==> config.mk <==
export PLATFORM = sky130hd
export DESIGN_NAME = trace_dump_engine
export DESIGN_NICKNAME = d
export VERILOG_FILES = /design/src/rtl/trace_dump_engine.sv
export SDC_FILE = /design/constraint.sdc
export NUM_CORES = 1
export LEC_CHECK = 0
export CAP_MARGIN = 10
export CORE_UTILIZATION = 55
export DETAILED_ROUTE_END_ITERATION = 6
export DONT_BUFFER_PORTS = 1
export HOLD_SLACK_MARGIN = 0.06
export PLACE_DENSITY = 0.7
export SLEW_MARGIN = 20
export SYNTH_ARGS = -nofsm -noshare
export SYNTH_HDL_FRONTEND = slang
export SYNTH_SLANG_ARGS = --single-unit
==> constraint.sdc <==
create_clock -name clk -period 10.25 [get_ports clk]
set_input_delay 2.5625 -clock clk [delete_from_list [all_inputs] [get_ports clk]]
set_output_delay 2.5625 -clock clk [all_outputs]
set_load 0.05 [all_outputs]
==> src/rtl/trace_dump_engine.sv <==
// trace_dump_engine: walks one channel's circular capture buffer oldest-to-newest, corrects each sample and streams it out as bytes
module trace_dump_engine #(
    parameter int NUM_CH = 3,
    parameter int DATA_W = 8,
    parameter int ADDR_W = 9,
    localparam int CH_W = $clog2(NUM_CH)
) (
    input  logic                     clk,
    input  logic                     rst_n,
    input  logic                     dump_req,
    input  logic [CH_W-1:0]          dump_chan,
    input  logic                     raw_mode,
    input  logic [DATA_W-1:0]        offset,
    input  logic [7:0]               gain,
    input  logic [ADDR_W-1:0]        trace_end,
    input  logic                     abort,
    output logic                     ram_en,
    output logic [ADDR_W-1:0]        ram_addr,
    input  logic [NUM_CH*DATA_W-1:0] ram_rdata,
    output logic [7:0]               tx_data,
    output logic                     trmt,
    input  logic                     tx_done,
    output logic                     busy,
    output logic                     dump_done,
    output logic                     err
);
    localparam int BYTES = (DATA_W + 7) / 8;
    localparam int SW = BYTES * 8;
    localparam int PW = DATA_W + 1;
    typedef enum logic [2:0] {IDLE, RD, CAP, SEND, WAIT} state_t;
    state_t state, nxt;
    logic [ADDR_W-1:0] addr, addr_n, cnt, cnt_n;
    logic [CH_W-1:0] chan, chan_n;
    logic raw, raw_n, fin, chan_ok;
    logic [DATA_W-1:0] off, off_n, rd, sat, res;
    logic [7:0] gain_r, gain_n;
    logic [SW-1:0] sh, sh_n;
    logic [1:0] bidx, bidx_n;
    logic signed [DATA_W+1:0] sum;
    logic [DATA_W+7:0] prod;
    logic [DATA_W:0] scaled;

    assign chan_ok = int'(dump_chan) < NUM_CH;
    assign rd = ram_rdata[chan*DATA_W +: DATA_W];
    assign sum = $signed({2'b00, rd}) + $signed({{2{off[DATA_W-1]}}, off});
    assign sat = sum[DATA_W+1] ? '0 : sum[DATA_W] ? '1 : sum[DATA_W-1:0];
    assign prod = {8'd0, sat} * {{DATA_W{1'b0}}, gain_r};
    assign scaled = PW'(prod >> 7);
    assign res = raw ? rd : scaled[DATA_W] ? '1 : scaled[DATA_W-1:0];

    always_comb begin
        nxt = state;
        addr_n = addr;
        cnt_n = cnt;
        chan_n = chan;
        raw_n = raw;
        off_n = off;
        gain_n = gain_r;
        sh_n = sh;
        bidx_n = bidx;
        fin = 1'b0;
        if (state != IDLE && abort)
            nxt = IDLE;
        else
            case (state)
                IDLE: if (dump_req && chan_ok) begin
                    nxt = RD;
                    chan_n = dump_chan;
                    raw_n = raw_mode;
                    off_n = offset;
                    gain_n = gain;
                    addr_n = trace_end + 1'b1;
                    cnt_n = '0;
                end
                RD: nxt = CAP;
                CAP: begin
                    nxt = SEND;
                    sh_n = SW'(res);
                    bidx_n = 2'(BYTES - 1);
                end
                SEND: nxt = WAIT;
                WAIT: if (tx_done) begin
                    if (bidx != 2'd0) begin
                        nxt = SEND;
                        bidx_n = bidx - 2'd1;
                        sh_n = sh << 8;
                    end else if (&cnt) begin
                        nxt = IDLE;
                        fin = 1'b1;
                    end else begin
                        nxt = RD;
                        addr_n = addr + 1'b1;
                        cnt_n = cnt + 1'b1;
                    end
                end
                default: nxt = IDLE;
            endcase
    end

    // outputs are registered from the next-state values so they line up with the state they belong to
    always_ff @(posedge clk or negedge rst_n) begin
        if (!rst_n) begin
            state <= IDLE;
            addr <= '0;
            cnt <= '0;
            chan <= '0;
            raw <= 1'b0;
            off <= '0;
            gain_r <= '0;
            sh <= '0;
            bidx <= '0;
            ram_en <= 1'b0;
            ram_addr <= '0;
            tx_data <= '0;
            trmt <= 1'b0;
            busy <= 1'b0;
            dump_done <= 1'b0;
            err <= 1'b0;
        end else begin
            state <= nxt;
            addr <= addr_n;
            cnt <= cnt_n;
            chan <= chan_n;
            raw <= raw_n;
            off <= off_n;
            gain_r <= gain_n;
            sh <= sh_n;
            bidx <= bidx_n;
            ram_en <= nxt == RD;
            ram_addr <= nxt == RD ? addr_n : ram_addr;
            tx_data <= nxt == SEND ? sh_n[SW-1 -: 8] : tx_data;
            trmt <= nxt == SEND;
            busy <= nxt != IDLE;
            dump_done <= fin;
            err <= state == IDLE && dump_req && !chan_ok;
        end
    end
endmodule

==> flow_metrics.env, run 1 <==
export IMPL_ioPinCount=79
export IMPL_grt_pass1_vias=4378
export IMPL_synth_top_cells_by_count="sky130_fd_sc_hd__nand2_1 (98), sky130_fd_sc_hd__dfrtp_1 (64), sky130_fd_sc_hd__and2_1 (55)"
export IMPL_post_cts_setup_buffer_count=0
export IMPL_synth_top_cell_by_area="sky130_fd_sc_hd__dfrtp_1"
export IMPL_die_area_um2=10750
export IMPL_crit_fanout=8
export IMPL_port_buffer_count=0
export IMPL_hold_violations=0
export IMPL_placement_rows=36
export IMPL_hold_path_cell_count=2
export IMPL_drt_pass1_iter_count=5
export IMPL_die_width_um=103.7
export IMPL_timing_hold_worst_class="reg2reg"
export IMPL_maximum_buffer_depth_of_the_clock_tree=2
export IMPL_fin_ws_ns=1.191
export IMPL_remaining_drc_errors=0
export IMPL_yosys_cell_count_top_type="sky130_fd_sc_hd__nand2_1"
export IMPL_drt_wl_total_um=12400
export IMPL_worst_r2r_cell_count=25
export IMPL_endpoint_type_of_the_worst_setup_path="register"
export IMPL_use_met2_pct=42.23
export IMPL_routed_via_count=4368
export IMPL_ant_nets=0
export IMPL_largest_net_degree_at_the_start_of_global_routing=65
export IMPL_period_needed_ns=9.059
export IMPL_path_depth=28
export IMPL_design_core_area_um2=9910
export IMPL_cts_root_buffer_cell="sky130_fd_sc_hd__clkbuf_8"
export IMPL_grt_use_total_pct=24.11
export IMPL_fin_nets=761
export IMPL_cp_slowest_stage_delay_ns=0.55
export IMPL_leftover_overflow_at_the_end_of_global_routing=0
export IMPL_routed_wire_length_per_instance_um=16.34
export IMPL_postSynthRegisterBits=64
export IMPL_crit_path_top_delay_cell="sky130_fd_sc_hd__fa_1"
export IMPL_synthesis_area_um2=5687
export IMPL_syn_inst=624
export IMPL_totalNegativeSetupSlack_ns=0
export IMPL_grt_use_met3_pct=4.909
export IMPL_rsz_0062_raised_after_global_routing="false"
export IMPL_yosysWarningCount=0
export IMPL_placed_cells_incl_taps=743
export IMPL_worst_path_buf_inv=4
export IMPL_max_clock_freq_mhz=110.4
export IMPL_insertion_delay_ns=0.36
export IMPL_synth_top_flop_cell="sky130_fd_sc_hd__dfrtp_1"
export IMPL_setup_viol=0
export IMPL_synthArstFlopShare_pct=100.0
export IMPL_synthesis_nets=764
export IMPL_final_cell_count_no_fill=759
export IMPL_initial_core_util_pct=57.39
export IMPL_layout_drive_gt1_share_pct=6.550
export IMPL_post_cts_sizing=0
export IMPL_critical_path_top_delay_family="adder cells"
export IMPL_worst_ep_required_time_ns=10.55
export IMPL_cts_hold_repair_buffers=0
export IMPL_cap_violations=0
export IMPL_hpwlAfterDp_um=9570
export IMPL_groute_layer_met1_usage_pct=29.55
export IMPL_synthDistinctLibCells=61
export IMPL_clock_sink_count=64
export IMPL_number_of_flops_mapped_to_enable_cells_by_yosys=0
export IMPL_antenna_violations_before_repair=0
export IMPL_crit_type="in2reg"
export IMPL_die_height_um=103.7
export IMPL_cpMostUsedCell="sky130_fd_sc_hd__fa_1"
export IMPL_antenna_diode_count=0
export IMPL_timing_final_crit_share_pct=88.38
export IMPL_slew_limit_headroom_pct=30.38
export IMPL_worst_path_clk_slew_ns=0.07
export IMPL_first_iter_violations=239
export IMPL_reg2reg_slack_ns=2.60
export IMPL_worst_pin_slew_ns=1.038
export IMPL_preCtsSetupSlack_ns=0.8256
export IMPL_synth_seq_area_share_pct=28.16
export IMPL_place_gp_congestion=0.8616
export IMPL_synth_top_cells_by_area="sky130_fd_sc_hd__dfrtp_1 (28%), sky130_fd_sc_hd__fa_1 (13%), sky130_fd_sc_hd__ha_1 (10%)"
export IMPL_drv_slew=0
export IMPL_setup_worst_path_start_class="input pin"
export IMPL_grt_first_pass_wirelength_um=20870
export IMPL_cp_data_arrival_time_ns=9.36
export IMPL_cts_tree="done"
export IMPL_grt_busiest_layer="met2"
export IMPL_clock_tree_htree_level_count=3
export IMPL_outcome="finished clean"
export IMPL_postSynthAreaPerCell_um2=9.113
export IMPL_area_growth_pct=5.082
export IMPL_numCtsBuffers=9
export IMPL_synth_largest_type_area_fraction_pct=28.16
export IMPL_skew_ns=0.01403
export IMPL_viasPerCell=5.755
## placed cells by master, fill, tap and decap left out, types with 6 or more instances in the layout
master / n
sky130_fd_sc_hd__and2_1: 55
sky130_fd_sc_hd__inv_1: 49
sky130_fd_sc_hd__mux2_2: 8
sky130_fd_sc_hd__xnor2_1: 14
sky130_fd_sc_hd__nand3_1: 15
sky130_fd_sc_hd__xor2_1: 15
sky130_fd_sc_hd__ha_1: 47
sky130_fd_sc_hd__mux2i_1: 9
sky130_fd_sc_hd__nor3_1: 7
sky130_fd_sc_hd__a21o_1: 14
sky130_fd_sc_hd__nand4_1: 6
sky130_fd_sc_hd__nand2b_1: 6
sky130_fd_sc_hd__fa_1: 36
sky130_fd_sc_hd__nand2_1: 98
sky130_fd_sc_hd__o21ai_0: 13
sky130_fd_sc_hd__dfrtp_1: 64
sky130_fd_sc_hd__clkbuf_8: 10
sky130_fd_sc_hd__nor2_1: 42
sky130_fd_sc_hd__a21oi_1: 30
## path summary, 6_finish.rpt
| check | startpoint | endpoint |
|---|---|---|
| min | off[4] | off[4] |
| min reg2reg | off[4] | off[4] |
| max reg2reg | chan[0] | tx_data[7] |
| min in group asynchronous | rst_n | ram_addr[6] |
| max | ram_rdata[8] | tx_data[7] |
| max in group asynchronous | rst_n | gain_r[0] |
## cell type report
type	instances	area, µm²
multi-input combinational	495	3832
sequential	64	1602
clock inverter	6	42.54
timing repair buffer	1	7.507
fill	890	3934
inverter	50	187.7
clock buffer	10	137.6
tap	133	166.4
## routing by layer
metal / share of wire (%) / vias up / wire (µm)
li1: - / 2117 / -
met1: 44 / 2135 / 5398
met2: 51 / 98 / 6271
met3: 3.8 / 18 / 477
met4: 2.1 / 0 / 255
met5: 0 / - / 0
## logic make-up after synthesis
group	share of synthesized area (%)
AND/OR/NAND/NOR	22.05
AO/OA/AOI/OAI	14.50
adder cells (fa/ha/maj)	23.01
buffers and inverters	4.444
flip-flops	28.16
XOR/XNOR	4.467
multiplexers	3.366
## registers in the layout, indices dropped and copies added (netlist names), 2 cells and up
name      cells
cnt           9
bidx          2
addr          9
chan          2
state         3
ram_addr      9
off           8
tx_data       8
gain_r        8
## metrics by stage
step | util (%) | cell area, µm² | hold slack [ns]
floorplan | - | 5687 | 0.4523
global placement | 58.48 | 5796 | 0.4722
detailed placement | 58.48 | 5796 | 0.4829
CTS | 60.30 | 5976 | 0.5013
global route | 60.30 | 5976 | 0.5117
finish | 60.30 | 5976 | 0.4948
## tightest hold or removal path, stage by stage (launching register included)
cell and delay (ns):
sky130_fd_sc_hd__dfrtp_1 0.36, sky130_fd_sc_hd__nand2_1 0.05, sky130_fd_sc_hd__nand2_1 0.05
Power of run 1 is not shown: default switching activity piles up to over one toggle a cycle in this logic, so the estimate is an artifact.
==> run 2, diff against run 1 <==
--- a/config.mk
+++ b/config.mk
@@ -7,6 +7,7 @@
 export LEC_CHECK = 0
 export CAP_MARGIN = 10
 export CORE_UTILIZATION = 55
+export CTS_BUF_LIST = sky130_fd_sc_hd__clkbuf_16
 export DETAILED_ROUTE_END_ITERATION = 6
 export DONT_BUFFER_PORTS = 1
 export HOLD_SLACK_MARGIN = 0.06
==> flow_metrics.env, run 2 (synthesis gave the netlist of run 1 again) <==
export IMPL_hold_path_cell_count=2
export IMPL_post_cts_sizing=0
export IMPL_outcome="finished clean"
export IMPL_totalNegativeSetupSlack_ns=0
export IMPL_max_clock_freq_mhz=109.7
export IMPL_design_core_area_um2=9910
export IMPL_placement_rows=36
export IMPL_fin_nets=761
export IMPL_first_iter_violations=232
export IMPL_drv_slew=0
export IMPL_cts_hold_repair_buffers=0
export IMPL_grt_use_total_pct=24.29
export IMPL_area_sequential_um2=1602
export IMPL_cp_data_arrival_time_ns=9.39
export IMPL_drt_wl_total_um=12520
export IMPL_maximum_buffer_depth_of_the_clock_tree=2
export IMPL_endpoint_type_of_the_worst_setup_path="register"
export IMPL_layout_drive_gt1_share_pct=6.390
export IMPL_post_cts_setup_buffer_count=0
export IMPL_reg2reg_slack_ns=2.58
export IMPL_reg2reg_to="tx_data[7]"
export IMPL_hold_path_startpoint="off[4]"
export IMPL_ioPinCount=79
export IMPL_hold_violations=0
export IMPL_worst_pin_slew_ns=1.018
export IMPL_final_fill_count=866
export IMPL_skew_ns=0.008195
export IMPL_min_to="off[4]"
export IMPL_cpMostUsedCell="sky130_fd_sc_hd__inv_1"
export IMPL_worst_r2r_cell_count=27
export IMPL_grt_pass1_vias=4393
export IMPL_post_route_cell_area_um2=6067
export IMPL_clock_sink_count=64
export IMPL_cts_root_buffer_cell="sky130_fd_sc_hd__clkbuf_16"
export IMPL_place_gp_congestion=0.8616
export IMPL_cap_violations=0
export IMPL_placed_cell_area_um2=5796
export IMPL_timing_hold_worst_class="reg2reg"
export IMPL_antenna_diode_count=0
export IMPL_most_common_layout_cells="sky130_fd_sc_hd__nand2_1 (98), sky130_fd_sc_hd__dfrtp_1 (64), sky130_fd_sc_hd__and2_1 (55)"
export IMPL_cts_tree="done"
export IMPL_layout_commonest_cell="sky130_fd_sc_hd__nand2_1"
export IMPL_worst_ep_required_time_ns=10.52
export IMPL_viasPerCell=5.777
export IMPL_hpwlAfterDp_um=9570
export IMPL_slew_limit_headroom_pct=31.72
export IMPL_placed_cells_incl_taps=743
export IMPL_port_buffer_count=0
export IMPL_rsz_0062_raised_after_global_routing="false"
export IMPL_numCtsBuffers=9
export IMPL_final_cell_count_no_fill=759
export IMPL_timing_final_crit_share_pct=88.91
export IMPL_multi_input_combinational_cell_area_um2=3832
export IMPL_leftover_overflow_at_the_end_of_global_routing=0
export IMPL_ant_nets=0
export IMPL_worst_path_clk_slew_ns=0.06
export IMPL_grt_first_pass_wirelength_um=20980
export IMPL_insertion_delay_ns=0.33
export IMPL_finalCoreUtilization_pct=61.22
export IMPL_setup_worst_path_start_class="input pin"
export IMPL_routed_wire_length_per_instance_um=16.49
export IMPL_reg_top3="addr x9, cnt x9, ram_addr x9"
export IMPL_drt_pass1_iter_count=4
export IMPL_area_growth_pct=6.689
export IMPL_die_area_um2=10750
export IMPL_routed_via_count=4385
export IMPL_crit_fanout=8
export IMPL_regToRegStartpoint="chan[0]"
export IMPL_crit_path_top_delay_cell="sky130_fd_sc_hd__fa_1"
export IMPL_antenna_violations_before_repair=0
export IMPL_crit_type="in2reg"
export IMPL_clock_tree_htree_level_count=3
export IMPL_largest_net_degree_at_the_start_of_global_routing=65
export IMPL_initial_core_util_pct=57.39
export IMPL_period_needed_ns=9.113
export IMPL_die_width_um=103.7
export IMPL_setup_viol=0
export IMPL_remaining_drc_errors=0
export IMPL_die_height_um=103.7
export IMPL_cp_slowest_stage_delay_ns=0.54
==> run 2: worst max path at each step <==
stage,cells past startpoint,startpoint,to,slack [ns]
global route,30,ram_rdata[8],tx_data[6],0.69
floorplan,28,ram_rdata[8],tx_data[3],1.39
finish,30,ram_rdata[8],tx_data[7],1.14
detailed placement,30,ram_rdata[8],tx_data[3],0.83
global placement,28,ram_rdata[8],tx_data[3],0.97
CTS,30,ram_rdata[8],tx_data[7],1.13
==> run 2: critical path: cells and delay by family <==
| family | cells | cell delay [ns] |
|---|---|---|
| AO/OA/AOI/OAI | 9 | 2.17 |
| adder cells (fa/ha/maj) | 7 | 2.88 |
| buffers and inverters | 6 | 0.34 |
| XOR/XNOR | 1 | 0.45 |
| multiplexers | 1 | 0.05 |
| AND/OR/NAND/NOR | 6 | 0.93 |
==> run 2: cell type report <==
type	instances	area share, %
tap	133	2.743
multi-input combinational	495	63.17
clock inverter	7	0.7630
timing repair buffer	1	0.1237
inverter	50	3.093
sequential	64	26.40
clock buffer	9	3.712
==> run 2: routing by layer <==
metal	vias up	wire length (µm)	share of wire, %	GRT usage (%)
met5	-	0	0	0
li1	2119	-	-	-
met3	29	470	3.8	4.720
met4	0	316	2.5	9.184
met1	2126	5432	43	29.48
met2	111	6297	50	42.67
==> run 2: per-stage QoR <==
step	hold slack, ns	setup WS, ns
final	0.4916	1.137
after global routing	0.5077	0.6913
after CTS	0.4973	1.132
after detailed placement	0.4829	0.8256
after global placement	0.4722	0.9747
after floorplan	0.4523	1.388
Power of run 2 is left out for the same reason.
